[src/rtl/photon_cnt_pkg.sv]
// Shared types and constants for the photon gate counter and its pulse qualifier.
package photon_cnt_pkg;

    typedef enum logic {
        IDLE = 1'b0,
        GATE = 1'b1
    } state_e;

    localparam int MIN_HIGH_MAX = 15;

    function automatic int hi_run_w(input int min_high);
        return $clog2(min_high + 1);
    endfunction

endpackage

[src/rtl/photon_gate_counter_pulse_qualifier.sv]
// Glitch filter: emits one qual strobe per high pulse of sig_in lasting at least MIN_HIGH cycles.
module pulse_qualifier
    import photon_cnt_pkg::*;
#(
    parameter int MIN_HIGH = 2
) (
    input  logic clk,
    input  logic rst_n,
    input  logic sig_in,
    output logic qual
);

    // Out-of-range settings are pinned to the nearest legal width rather than mis-sizing hi_run.
    localparam int MH = (MIN_HIGH < 1) ? 1 :
                        ((MIN_HIGH > MIN_HIGH_MAX) ? MIN_HIGH_MAX : MIN_HIGH);
    localparam int HW = hi_run_w(MH);
    localparam logic [HW-1:0] HI_SAT  = HW'(MH);
    localparam logic [HW-1:0] HI_QUAL = HW'(MH - 1);

    logic [HW-1:0] hi_run_q;
    logic [HW-1:0] hi_run_d;

    always_comb begin
        hi_run_d = '0;
        if (sig_in) begin
            hi_run_d = (hi_run_q == HI_SAT) ? hi_run_q : hi_run_q + 1'b1;
        end
    end

    always_ff @(posedge clk or negedge rst_n) begin
        if (!rst_n) begin
            hi_run_q <= '0;
        end else begin
            hi_run_q <= hi_run_d;
        end
    end

    assign qual = sig_in && (hi_run_q == HI_QUAL);

endmodule

[src/rtl/photon_gate_counter.sv]
// Counts qualified photon pulses over back-to-back gate windows and hands each
// gate's count to the readout side through a valid/ready slot with overrun flagging.
//
// state | meaning
// IDLE  | not counting; waits for en to start the first gate
// GATE  | counting; each gate is max(cfg_gate_len,1) cycles, gates chain with no gap
module photon_gate_counter
    import photon_cnt_pkg::*;
#(
    parameter int CNT_W    = 32,
    parameter int GATE_W   = 32,
    parameter int MIN_HIGH = 2
) (
    input  logic              clk,
    input  logic              rst_n,
    input  logic              sig_in,
    input  logic              en,
    input  logic [GATE_W-1:0] cfg_gate_len,
    output logic [CNT_W-1:0]  cnt_data,
    output logic              cnt_sat,
    output logic              cnt_valid,
    input  logic              cnt_ready,
    output logic              gate_active,
    output logic              overrun,
    input  logic              clr_overrun
);

    state_e             state_q, state_d;
    logic [GATE_W-1:0]  gate_cnt_q, gate_cnt_d;
    logic [GATE_W-1:0]  gate_reload;
    logic [CNT_W-1:0]   acc_q, acc_d, acc_nxt;
    logic               sat_q, sat_d, sat_nxt;
    logic [CNT_W-1:0]   cnt_data_q, cnt_data_d;
    logic               cnt_sat_q, cnt_sat_d;
    logic               cnt_valid_q, cnt_valid_d;
    logic               overrun_q, overrun_d;
    logic               qual;
    logic               offer;
    logic               slot_free;
    logic               drop;

    pulse_qualifier #(
        .MIN_HIGH (MIN_HIGH)
    ) u_qual (
        .clk    (clk),
        .rst_n  (rst_n),
        .sig_in (sig_in),
        .qual   (qual)
    );

    // A zero length is treated as a one-cycle gate.
    assign gate_reload = (cfg_gate_len == '0) ? '0 : cfg_gate_len - 1'b1;

    always_comb begin
        acc_nxt = acc_q;
        sat_nxt = sat_q;
        if (qual) begin
            if (acc_q == '1) begin
                sat_nxt = 1'b1;
            end else begin
                acc_nxt = acc_q + 1'b1;
            end
        end
    end

    always_comb begin
        state_d    = state_q;
        gate_cnt_d = gate_cnt_q;
        acc_d      = acc_q;
        sat_d      = sat_q;
        offer      = 1'b0;
        case (state_q)
            IDLE: begin
                if (en) begin
                    state_d    = GATE;
                    gate_cnt_d = gate_reload;
                    acc_d      = '0;
                    sat_d      = 1'b0;
                end
            end
            GATE: begin
                if (!en) begin
                    state_d = IDLE;
                    acc_d   = '0;
                    sat_d   = 1'b0;
                end else if (gate_cnt_q == '0) begin
                    // Closing cycle: acc_nxt already includes this cycle's qual.
                    offer      = 1'b1;
                    gate_cnt_d = gate_reload;
                    acc_d      = '0;
                    sat_d      = 1'b0;
                end else begin
                    gate_cnt_d = gate_cnt_q - 1'b1;
                    acc_d      = acc_nxt;
                    sat_d      = sat_nxt;
                end
            end
            default: state_d = IDLE;
        endcase
    end

    always_comb begin
        slot_free   = !cnt_valid_q || cnt_ready;
        drop        = offer && !slot_free;
        cnt_data_d  = cnt_data_q;
        cnt_sat_d   = cnt_sat_q;
        cnt_valid_d = cnt_valid_q;
        overrun_d   = overrun_q;
        if (offer) begin
            if (slot_free) begin
                cnt_data_d  = acc_nxt;
                cnt_sat_d   = sat_nxt;
                cnt_valid_d = 1'b1;
            end
        end else if (cnt_ready) begin
            cnt_valid_d = 1'b0;
        end
        if (drop) begin
            overrun_d = 1'b1;
        end else if (clr_overrun) begin
            overrun_d = 1'b0;
        end
    end

    always_ff @(posedge clk or negedge rst_n) begin
        if (!rst_n) begin
            state_q     <= IDLE;
            gate_cnt_q  <= '0;
            acc_q       <= '0;
            sat_q       <= 1'b0;
            cnt_data_q  <= '0;
            cnt_sat_q   <= 1'b0;
            cnt_valid_q <= 1'b0;
            overrun_q   <= 1'b0;
        end else begin
            state_q     <= state_d;
            gate_cnt_q  <= gate_cnt_d;
            acc_q       <= acc_d;
            sat_q       <= sat_d;
            cnt_data_q  <= cnt_data_d;
            cnt_sat_q   <= cnt_sat_d;
            cnt_valid_q <= cnt_valid_d;
            overrun_q   <= overrun_d;
        end
    end

    assign cnt_data    = cnt_data_q;
    assign cnt_sat     = cnt_sat_q;
    assign cnt_valid   = cnt_valid_q;
    assign overrun     = overrun_q;
    assign gate_active = (state_q == GATE);

endmodule

[config.mk]
export PLATFORM = sky130hd
export DESIGN_NAME = photon_gate_counter
export DESIGN_NICKNAME = d
export VERILOG_FILES = /design/src/rtl/photon_cnt_pkg.sv /design/src/rtl/photon_gate_counter_pulse_qualifier.sv /design/src/rtl/photon_gate_counter.sv
export SDC_FILE = /design/constraint.sdc
export NUM_CORES = 1
export LEC_CHECK = 0
export BUFFER_PORTS_ARGS = -buffer_cell sky130_fd_sc_hd__buf_2
export CORE_ASPECT_RATIO = 0.7
export CORE_UTILIZATION = 35
export CTS_CLUSTER_DIAMETER = 30
export DETAILED_ROUTE_END_ITERATION = 8
export MAX_ROUTING_LAYER = met4
export PLACE_DENSITY = 0.64
export SYNTH_ARGS = -nofsm -noshare
export SYNTH_HDL_FRONTEND = slang
export SYNTH_SLANG_ARGS = --single-unit
[constraint.sdc]
create_clock -name clk -period 2.11 [get_ports clk]
set_input_delay 0.1055 -clock clk [delete_from_list [all_inputs] [get_ports clk]]
set_output_delay 0.1055 -clock clk [all_outputs]
set_load 0.005 [all_outputs]
Word-level counts from Yosys, hierarchy flattened
Cells that the tools add are included.
Storage, ports and cells
  flip-flop bits (word level): 103
  bits in latches: 0
  bits in writable memories: 0
  memory bits (read-only): 0
  bits of input ports: 38
  output and inout port bits: 36
  word-level logic and storage cells: 61
  memories kept: 0
Cells by class
  $add $sub $neg: 4
  $mul: 0
  divide/modulo/power cells: 0
  $lt $le $gt $ge: 0
  equal/unequal tests: 7
  shift operators: 0
  multiplexer cells: 28
  bitwise gates (word level): 1
  reduce and logical (&&, ||, !) cells: 12
Operator list (count)
  2-to-1 mux 32 bit: 9
  case mux 32 bit (2 select lines): 2
  logical NOT 32 bit: 2
  subtractor 32 x 1 -> 32 bit, second input constant: 2
  adder 32 x 1 -> 32 bit, second input constant: 1
  equality test 32 bit, second input constant: 1
  2-to-1 mux 1 bit: 14
  != test 2 bit, second input constant: 3
  AND reduction 2 bit: 3
  2-to-1 mux 2 bit: 2
  nonzero test 2 bit: 2
  adder 2 x 1 -> 2 bit, second input constant: 1
  equality test 2 x 1 -> 1 bit, second input constant: 1
  equality test 2 bit, second input constant: 1
  logical AND 1 bit: 2
  logical NOT 1 bit: 2
  != test 2 x 1 -> 1 bit, second input constant: 1
  case mux 1 bit (2 select lines): 1
  logical OR 1 bit: 1
  inverter 1 bit: 1

Longest topological paths before layout
Gate-level depths: netlist of the first run.
  word-level depth: 6
  gate-level depth with buffers: 10

Modules after synthesis
A second synthesis of the first run with hierarchy kept.
Second synthesis, totals
  cell total of the unflattened synthesis: 710
  area total of the unflattened synthesis: 6208.5 um^2
Modules (own cells, without submodules)
  photon_gate_counter: times used 1, cells an instance 698, area each 6083.3 um^2, sequential area each 2527.4 um^2
  pulse_qualifier: times used 1, cells an instance 12, area each 125.1 um^2, sequential area each 50.0 um^2

Worst setup path before layout of the first run
No wires, ideal clock.
  path type: reg-to-reg
  from: register acc_q[0]
  to: register acc_q[10]
  setup time: 0.138 ns
  data arrival time: 2.058 ns
  slack: -0.087 ns
  stages on the path, launching flop included: 9
  buffers on the path: 1
  clock period less this slack: 2.197 ns
  path through: dfrtp_1 > ha_1 > and3_1 > nand4_4 > nor4_4 > buf_4 > nor2_2 > a41oi_1 > a31oi_1
On the way
  longest elaborated chain between the ends: 6
  elaborated cells on any way between the ends: 7
RTL lines
  start: declaration: RTL line photon_gate_counter.sv:31  | logic [CNT_W-1:0] acc_q, acc_d, acc_nxt;
  start signal: assignment: RTL line photon_gate_counter.sv:129  | acc_q <= '0;
  start signal: assignment: RTL line photon_gate_counter.sv:138  | acc_q <= acc_d;
  adder 32 x 1 -> 32 bit or equality test 32 bit (tied branches): RTL line photon_gate_counter.sv:61, photon_gate_counter.sv:58
  2-to-1 mux 32 bit *: RTL line photon_gate_counter.sv:58  | if (acc_q == '1) begin
  2-to-1 mux 32 bit *: RTL line photon_gate_counter.sv:57  | if (qual) begin
  2-to-1 mux 32 bit *: RTL line photon_gate_counter.sv:86  | end else if (gate_cnt_q == '0) begin
  2-to-1 mux 32 bit *: RTL line photon_gate_counter.sv:82  | if (!en) begin
  case mux 32 bit (2 select lines) *: RTL line photon_gate_counter.sv:72  | case (state_q)
Mark *: on every way between the ends. The rest lies on a longest branch, timed or not.
A chain may end at the register's enable or synchronous reset.

Worst setup path in the final report of the first run
  from: register gate_cnt_q[10]
  to: register acc_q[0]
On the way
  longest elaborated chain between the ends: 4
RTL lines
  start: declaration: RTL line photon_gate_counter.sv:29  | logic [GATE_W-1:0] gate_cnt_q, gate_cnt_d;
  start signal: assignment: RTL line photon_gate_counter.sv:137  | gate_cnt_q <= gate_cnt_d;
  logical NOT 32 bit: RTL line photon_gate_counter.sv:86
  2-to-1 mux 32 bit: RTL line photon_gate_counter.sv:86
  2-to-1 mux 32 bit: RTL line photon_gate_counter.sv:82
  case mux 32 bit (2 select lines): RTL line photon_gate_counter.sv:72
Every way passes these cells.

==> impl_metrics.json, run 1 <==
{
  "status": "complete, but fails checks",
  "violations": "design-rule violations, negative setup slack",
  "r2r-end": "acc_q[0]$_DFFE_PN0P_",
  "die-area_um2": 19400,
  "tightestPinTransition_ns": 0.498,
  "portBuffers": 73,
  "final_cell_mix": "150 x buf_4, 103 x dfrtp_1, 72 x buf_2",
  "async_reset_ff_share_pct": 100,
  "diodes": 0,
  "clk_pin_slew_worst_paths_ns": 0.07,
  "cp_top_family": "simple AND/OR/NAND/NOR gates",
  "ys.flop_type": "dfrtp_1",
  "vias_per_cell": 5.56,
  "area_growth_pct": 48.6,
  "die_h_um": 117,
  "finalSetupTns_ns": -3.49,
  "clock.fmax_mhz": 441,
  "syn_inst": 753,
  "finalWeightedCongestion": 0.944,
  "vdd.ir_drop.worst_mv": 0.404,
  "place_worst_setup_slack_ns": -0.182,
  "drc": 2,
  "syn_avg_cell_area_um2": 8.75,
  "ys_ff_latch": 103,
  "drive_gt1_share_pct": 41.7,
  "die_w_um": 166,
  "period_share_pct": 107,
  "power_w": 0.00516,
  "firstDrtPassIters": 7,
  "yosys_warnings": 0,
  "antenna_found_initial": 0,
  "critPathLaunch": "gate_cnt_q[10]$_DFFE_PN0P_",
  "grt_max_degree": 67,
  "clkSinkCount": 103,
  "worstPathCellList": "nor4_4, nand4_2, buf_6, o311ai_4, buf_12, buf_6, clkbuf_16, nor4_4, a21o_1",
  "coreArea_um2": 18200,
  "ant_nets": 0,
  "start_kind": "flip-flop",
  "cts_root_buf": "clkbuf_16",
  "rsz0062_at_grt": "true",
  "slew_violations": 0,
  "rrSetupSlack_ns": -0.16,
  "synth.distinct_cells": 74,
  "end_kind": "flip-flop",
  "reg2reg_from": "gate_cnt_q[10]$_DFFE_PN0P_",
  "ioPinCount": 74,
  "path_buf_inv": 4,
  "gr-usage-all-layers_pct": 21.7,
  "fin_crit_ns": 2.27,
  "synth_area_um2": 6590,
  "worstPathArrival_ns": 2.51,
  "synth_fp_nets": 797,
  "ys_seq_area_share_pct": 39.1,
  "start_util_pct": 36.2,
  "clock_latency_ns": 0.36,
  "vias": 6856,
  "maxSlewHeadroom_pct": 66.8,
  "tritoncts": "yes",
  "p_leak_nw": 4.22,
  "grt_overflow_total": 0,
  "drt_iter0_drc": 589,
  "hold_path_depth": 2,
  "setup_viol": 56,
  "hold_viol": 0,
  "endpoint": "acc_q[0]$_DFFE_PN0P_",
  "wl_um": 22400,
  "clk_path_buf_depth": 2,
  "cp.required_ns": 2.36,
  "cp_slowest_cell": "dfrtp_1",
  "final_common_cell": "buf_4",
  "max_stage_delay_ns": 0.41,
  "layout.nets": 1036,
  "synth-edff-count": 0,
  "min_path_type": "in -> reg",
  "skew_ns": 0.00937,
  "cap_violations": 0,
  "num_rows": 41,
  "place_hpwl_um": 14500,
  "avgRoutedWirePerCell_um": 18.2,
  "path_class": "reg -> reg",
  "grt_pass1_wl_um": 31900,
  "setup_ws_ns": -0.158,
  "cts_max_level": 3,
  "grt_pass1_vias": 5948,
  "cp.depth": 9,
  "numCtsBuffers": 9,
  "rr_worst_depth": 9,
  "cp_max_fo": 8,
  "p_per_area_nw_per_um2": 527
}
==> routing by layer <==
metal	vias up	track usage (%)	wire [um]
met5	-	-	0
met4	0	4.80	280
met3	24	3.30	1710
met2	260	30.2	9550
met1	3331	32.7	10800
li1	3241	-	-
==> Yosys cell counts, drive strengths merged (5+ instances only) <==
cell type / instances / area (um2)
nand3: 41 / 210
o21ai: 78 / 390
and3: 13 / 81.3
nor4: 25 / 272
nor2: 52 / 198
o31ai: 10 / 80.1
inv: 16 / 60.1
nand3b: 5 / 37.5
xnor2: 35 / 307
o211ai: 5 / 42.5
dfrtp: 103 / 2580
ha: 6 / 75.1
nand2: 93 / 354
a31oi: 20 / 125
xor2: 30 / 263
a21oi: 36 / 191
clkbuf: 29 / 109
buf: 12 / 70.1
a21o: 5 / 37.5
and4: 5 / 45.0
nand4: 22 / 174
and2: 6 / 37.5
nand2b: 13 / 81.3
nor3: 23 / 156
or4: 15 / 120
or3: 10 / 67.6
==> layout make-up <==
class	instances	area [um2]
Clock buffer	12	256
Clock inverter	3	42.5
Fill cell	1583	8420
Inverter	16	60.1
Multi-Input combinational cell	593	4330
Sequential cell	103	2580
Tap cell	236	295
Timing Repair Buffer	269	2220
==> flip-flops by register name, indices dropped and copies added, names as in the netlist <==
signal           cells
cnt_valid            1
cnt_sat              1
gate_cnt_q          32
overrun              1
cnt_data            32
gate_active          1
acc_q               32
u_qual.hi_run_q      2
sat_q                1
==> cell families after synthesis <==
| group | count (synthesis) | synth area share [%] |
|---|---|---|
| compound gates | 182 | 17.1 |
| xor+xnor | 65 | 8.64 |
| fa+ha+maj | 6 | 1.14 |
| buf+inv | 57 | 3.63 |
| flops | 103 | 39.1 |
| mux | 5 | 0.798 |
| simple gates | 335 | 29.5 |
==> report_power, final <==
part	switching (W)	internal (W)	total, W
Sequential	0.000119	0.00209	0.00221
Combinational	0.000637	0.000570	0.00121
Clock	0.000769	0.000978	0.00175
==> how the worst min path moves through the flow <==
stage / from / to / slack (ns)
6_report: sig_in / u_qual.hi_run_q[0]$_DFFE_PN0P_ / 0.03
5_1_grt: sig_in / u_qual.hi_run_q[0]$_DFFE_PN0P_ / 0.04
4_1_cts: sig_in / u_qual.hi_run_q[0]$_DFFE_PN0P_ / 0.007
3_5_place_dp: rst_n / gate_cnt_q[13]$_DFFE_PN0P_ / 0.07
3_3_place_gp: rst_n / gate_cnt_q[17]$_DFFE_PN0P_ / 0.07
2_1_floorplan: rst_n / acc_q[0]$_DFFE_PN0P_ / -0.19
==> worst register-to-register path, stage by stage, from the launching register on <==
cell and delay (ns):
dfrtp_1 0.41, nor4_4 0.38, nand4_2 0.21, buf_6 0.18, o311ai_4 0.36, buf_12 0.18, buf_6 0.10, clkbuf_16 0.16
nor4_4 0.04, a21o_1 0.15
==> through the flow <==
stage	area (um2)	cells	util [%]	hold WS, ns
finish	9790	1232	53.7	0.0274
global route	9790	1232	53.7	0.0373
CTS	8930	1202	49.0	0.00701
detailed placement	8320	1171	45.7	0.0681
global placement	8320	1171	45.7	0.0684
floorplan	6630	753	-	-0.190
==> what timing repair did <==
item	in CTS	in global routing
endpoints found under the hold margin	27	0
cloned	3	13
setup endpoints to repair	97	100
gates resized for setup	31	152
setup buffers	12	20
pin swaps	15	50
hold buffers	2	0
Note: power is estimated with default switching activity, not from simulation.
==> run 2: changes to the inputs <==
Settings changed: CELL_PAD_IN_SITES_DETAIL_PLACEMENT from default to 0, CELL_PAD_IN_SITES_GLOBAL_PLACEMENT from default to 2, CORE_UTILIZATION 35 to 33, PLACE_DENSITY 0.64 to 0.87.
==> run 2 against run 1 <==
- the run ends with negative setup slack left
- sequential share of layout area shrank 0.27 points
- cell count up 3.4%
- clock power is 6% higher
- hold slack worse by 0.0068 ns
- largest cell class unchanged
==> impl_metrics.json, run 2 (same netlist as run 1, synthesis figures left out) <==
{
  "coreArea_um2": 19200,
  "p_switching_w": 0.00157,
  "grt_overflow_total": 0,
  "numCtsBuffers": 9,
  "drive_gt1_share_pct": 42.1,
  "clock.fmax_mhz": 458,
  "rsz0062_at_grt": "true",
  "final_common_cell": "buf_4",
  "fin_crit_ns": 2.18,
  "ant_nets": 0,
  "worstPathArrival_ns": 2.44,
  "wl_um": 23100,
  "status": "complete, but fails checks",
  "period_share_pct": 103,
  "layout.nets": 1049,
  "grt_pass1_vias": 6138,
  "finalWeightedCongestion": 0.888,
  "seqPwrFrac_pct": 41.7,
  "skew_ns": 0.0122,
  "drt_iter0_drc": 740,
  "p_per_area_nw_per_um2": 535,
  "combPwrFrac_pct": 23.2,
  "reg2reg_from": "gate_cnt_q[10]$_DFFE_PN0P_",
  "cap_violations": 0,
  "cp_max_fo": 8,
  "cts_root_buf": "clkbuf_16",
  "final_cell_mix": "163 x buf_4, 102 x dfrtp_1, 73 x nand2_1",
  "setup_viol": 57,
  "end_kind": "flip-flop",
  "cts_max_level": 3,
  "hold_viol": 0,
  "clk_pin_slew_worst_paths_ns": 0.07,
  "portBuffers": 73,
  "die_w_um": 171,
  "place_hpwl_um": 15200,
  "vias": 6875,
  "path_class": "reg -> reg",
  "gr-usage-all-layers_pct": 21.3,
  "hold_path_depth": 2,
  "clkSinkCount": 103,
  "num_rows": 42,
  "power_w": 0.00529,
  "slew_violations": 0,
  "clock_latency_ns": 0.36,
  "die-area_um2": 20500,
  "swShare_pct": 29.8,
  "cp.required_ns": 2.36,
  "drc": 0,
  "p_int_w": 0.00372,
  "avgRoutedWirePerCell_um": 18.1,
  "die_h_um": 120,
  "grt_pass1_wl_um": 33000,
  "clkPwrFrac_pct": 35.2,
  "ioPinCount": 74,
  "setup_ws_ns": -0.0720,
  "vias_per_cell": 5.40,
  "firstDrtPassIters": 5,
  "critPathLaunch": "gate_cnt_q[10]$_DFFE_PN0P_",
  "violations": "negative setup slack",
  "tritoncts": "yes",
  "tightestPinTransition_ns": 1.12,
  "rr_worst_depth": 8,
  "maxSlewHeadroom_pct": 25.2,
  "p_leak_nw": 4.28,
  "grt_max_degree": 67,
  "clk_path_buf_depth": 2,
  "start_util_pct": 34.3,
  "vdd.ir_drop.worst_mv": 0.413,
  "start_kind": "flip-flop",
  "final_util_pct": 51.4,
  "diodes": 0,
  "area_growth_pct": 50.2,
  "min_path_type": "in -> reg",
  "min_from": "sig_in",
  "antenna_found_initial": 0
}
run 2: cell types whose count changed in the layout (fill, tap and decap cells not counted), sizes merged:
cell | previous run | this run
buf | 259 | 273
clkbuf | 20 | 17
inv | 16 | 18
bufinv | 1 | 2
run 2: per-layer routing:
metal	vias to the layer above	part of all wire, %	global-route usage, %
met1	3353	51	33.3
met3	15	7.5	3.83
met5	-	0	-
met4	0	0.96	4.13
met2	248	41	28.2
li1	3259	-	-
run 2: layout make-up:
cell class | count | area [um2]
clock buffer | 10 | 229
clock inverter | 6 | 92.6
tap | 264 | 330
timing repair buffer | 282 | 2320
fill | 1798 | 9340
multi-input combinational | 593 | 4280
sequential | 103 | 2580
inverter | 16 | 60.1
run 2: power groups by stage:
stage | Combinational [W] | Clock [W] | Sequential, W
6_report | 0.00123 | 0.00186 | 0.00220
5_1_grt | 0.00132 | 0.00195 | 0.00222
4_1_cts | 0.00112 | 0.00189 | 0.00220
3_5_place_dp | 0.00104 | 0 | 0.00223
3_3_place_gp | 0.00103 | 0 | 0.00223
2_1_floorplan | 0.000475 | 0 | 0.00224
run 2: critical path: stages, from the launching register on:
cell	delay (ns)
dfrtp_1	0.42
nor4_4	0.38
nand4_4	0.19
buf_6	0.18
o311ai_4	0.25
buf_12	0.18
buf_12	0.15
o21ai_1	0.09
a32o_1	0.23
run 2: repair_timing:
action                                  4_1_cts  5_1_grt
gates resized for setup                      38      136
gates cloned                                  3       12
hold buffers                                  2        0
endpoints found under the hold margin        25        0
pin swaps                                    13       42
setup buffers                                10       10
endpoints found under the setup margin       90       97
run 2: path summary, 6_finish.rpt:
kind                                                   to  slack [ns]
hold reg to reg                  cnt_data[27]$_DFFE_PN0P_        0.47
setup reg to reg                     acc_q[1]$_DFFE_PN0P_       -0.07
hold / removal             u_qual.hi_run_q[1]$_DFFE_PN0P_        0.02
max in group asynchronous        cnt_data[31]$_DFFE_PN0P_        1.24
min in group asynchronous      gate_cnt_q[12]$_DFFE_PN0P_        0.23
setup / recovery                     acc_q[1]$_DFFE_PN0P_       -0.07
run 2: metrics by stage:
step	area (um2)	setup slack (ns)	std cells	hold WS, ns	TNS, ns
5_1_grt	9890	-0.136	1274	0.0225	-7.53
6_report	9890	-0.0720	1274	0.0206	-1.24
2_1_floorplan	6630	-0.0457	753	-0.190	-1.36
3_5_place_dp	8510	-0.171	1224	0.0759	-7.43
3_3_place_gp	8510	-0.0853	1224	0.0793	-1.81
4_1_cts	9180	-0.0581	1254	0.00623	-1.41
==> run 3: changes to the inputs <==
Settings changed: RECOVER_POWER from default to 100.
==> run 3 against run 2 <==
- the run still ends with negative setup slack left
- cell count unchanged
- die area unchanged
- global-route usage unchanged
- total power about the same
- critical path type unchanged
- highest routed layer unchanged
==> impl_metrics.json, run 3 (same netlist as run 1, synthesis figures left out) <==
{
  "clk_pin_slew_worst_paths_ns": 0.07,
  "end_kind": "flip-flop",
  "ant_nets": 0,
  "final_cell_mix": "160 x buf_4, 102 x dfrtp_1, 73 x nand2_1",
  "fin_crit_ns": 2.18,
  "power_w": 0.00529,
  "hold_viol": 0,
  "num_rows": 42,
  "area_growth_pct": 49.5,
  "drc": 0,
  "die-area_um2": 20500,
  "tightestPinTransition_ns": 1.09,
  "setup_ws_ns": -0.0684,
  "vdd.ir_drop.worst_mv": 0.412,
  "fillers": 1805,
  "grt_pass1_wl_um": 33000,
  "path_class": "reg -> reg",
  "drt_iter0_drc": 733,
  "multi_input_area_um2": 4280,
  "antenna_found_initial": 0,
  "ioPinCount": 74,
  "diodes": 0,
  "tritoncts": "yes",
  "gr-usage-all-layers_pct": 21.3,
  "cp_top_family": "simple AND/OR/NAND/NOR gates",
  "portBuffers": 73,
  "crit_top_cell": "buf_12",
  "skew_ns": 0.0114,
  "wl_um": 23100,
  "dp.cells": 1224,
  "max_stage_delay_ns": 0.42,
  "path_buf_inv": 3,
  "avgRoutedWirePerCell_um": 18.1,
  "grt_overflow_total": 0,
  "vias_per_cell": 5.40,
  "clk_path_buf_depth": 2,
  "worstPathCellList": "nor4_4, nand4_4, buf_6, o311ai_4, buf_12, buf_12, o21ai_1, a32o_1",
  "cts_max_level": 3,
  "coreArea_um2": 19200,
  "regArea_um2": 2580,
  "grt_max_degree": 67,
  "maxSlewHeadroom_pct": 26.9,
  "place_hpwl_um": 15200,
  "clkSinkCount": 103,
  "p_leak_nw": 4.20,
  "worstPathArrival_ns": 2.43,
  "die_w_um": 171,
  "status": "complete, but fails checks",
  "period_share_pct": 103,
  "grt_pass1_vias": 6138,
  "vias": 6883,
  "clock.fmax_mhz": 459,
  "final_common_cell": "buf_4",
  "slew_violations": 0,
  "violations": "negative setup slack",
  "start_kind": "flip-flop",
  "post_layout_nonfiller_instances": 1274,
  "layout.nets": 1049,
  "cp_slowest_cell": "dfrtp_1",
  "min_path_type": "in -> reg",
  "numCtsBuffers": 9,
  "cp_max_fo": 8,
  "start_util_pct": 34.3,
  "die_h_um": 120,
  "clock_latency_ns": 0.36,
  "cts_root_buf": "clkbuf_16",
  "p_per_area_nw_per_um2": 537,
  "cp.required_ns": 2.36,
  "drive_gt1_share_pct": 40.5,
  "cap_violations": 0,
  "rsz0062_at_grt": "true",
  "setup_viol": 48,
  "finalWeightedCongestion": 0.888,
  "firstDrtPassIters": 6
}
run 3: cell count changes in the layout (fill, tap and decap cells not counted):
cell	change
and2_0	+2
and2_1	-2
buf_12	-1
buf_2	-15
buf_4	-3
clkbuf_1	+16
clkbuf_2	+3
run 3: worst paths after layout:
path | start | endpoint | slack [ns] | cells after the start
max | gate_cnt_q[10]$_DFFE_PN0P_ | acc_q[1]$_DFFE_PN0P_ | -0.07 | 8
max in group asynchronous | rst_n | cnt_data[1]$_DFFE_PN0P_ | 0.39 | 3
min in group asynchronous | rst_n | gate_cnt_q[17]$_DFFE_PN0P_ | 0.37 | 2
max reg2reg | gate_cnt_q[10]$_DFFE_PN0P_ | acc_q[1]$_DFFE_PN0P_ | -0.07 | 8
min reg2reg | cnt_data[2]$_DFFE_PN0P_ | cnt_data[2]$_DFFE_PN0P_ | 0.48 | 2
min | sig_in | u_qual.hi_run_q[0]$_DFFE_PN0P_ | 0.02 | 2
run 3: routing by layer:
| metal | track usage (%) | vias to the layer above | share of wire, % |
|---|---|---|---|
| li1 | - | 3258 | - |
| met1 | 33.3 | 3363 | 51 |
| met2 | 28.2 | 245 | 41 |
| met3 | 3.83 | 17 | 7.5 |
| met4 | 4.13 | 0 | 0.96 |
| met5 | - | - | 0 |
run 3: cell type report:
type | instances | area share, %
clock buffers | 10 | 2.32
clock inverters | 6 | 0.940
inverters | 16 | 0.610
multi-input cells | 593 | 43.5
flip-flops and latches | 103 | 26.2
well taps | 264 | 3.35
repair buffers | 282 | 23.1
run 3: where the power goes:
| group | internal [W] | switching [W] |
|---|---|---|
| clock | 0.00105 | 0.000811 |
| sequential | 0.00209 | 0.000114 |
| combinational | 0.000567 | 0.000652 |
| total | 0.00371 | 0.00158 |
run 3: what timing repair did:
item	CTS	global route
setup endpoints to repair	90	97
gates resized for setup	38	136
gates cloned	3	12
hold buffers	2	0
buffers inserted	10	10
hold endpoints to repair	25	0
pin swaps	13	42
run 3: per-stage QoR:
step                      setup TNS (ns)  hold slack [ns]  cell area [um2]  setup slack, ns  util (%)
after floorplan                    -1.36           -0.190             6630          -0.0457         -
after global placement             -1.81           0.0793             8510          -0.0853      44.3
after detailed placement           -7.43           0.0759             8510           -0.171      44.3
after CTS                          -1.41          0.00623             9180          -0.0581      47.7
after global routing               -7.53           0.0262             9850           -0.136      51.2
final                             -0.973           0.0193             9850          -0.0684      51.2
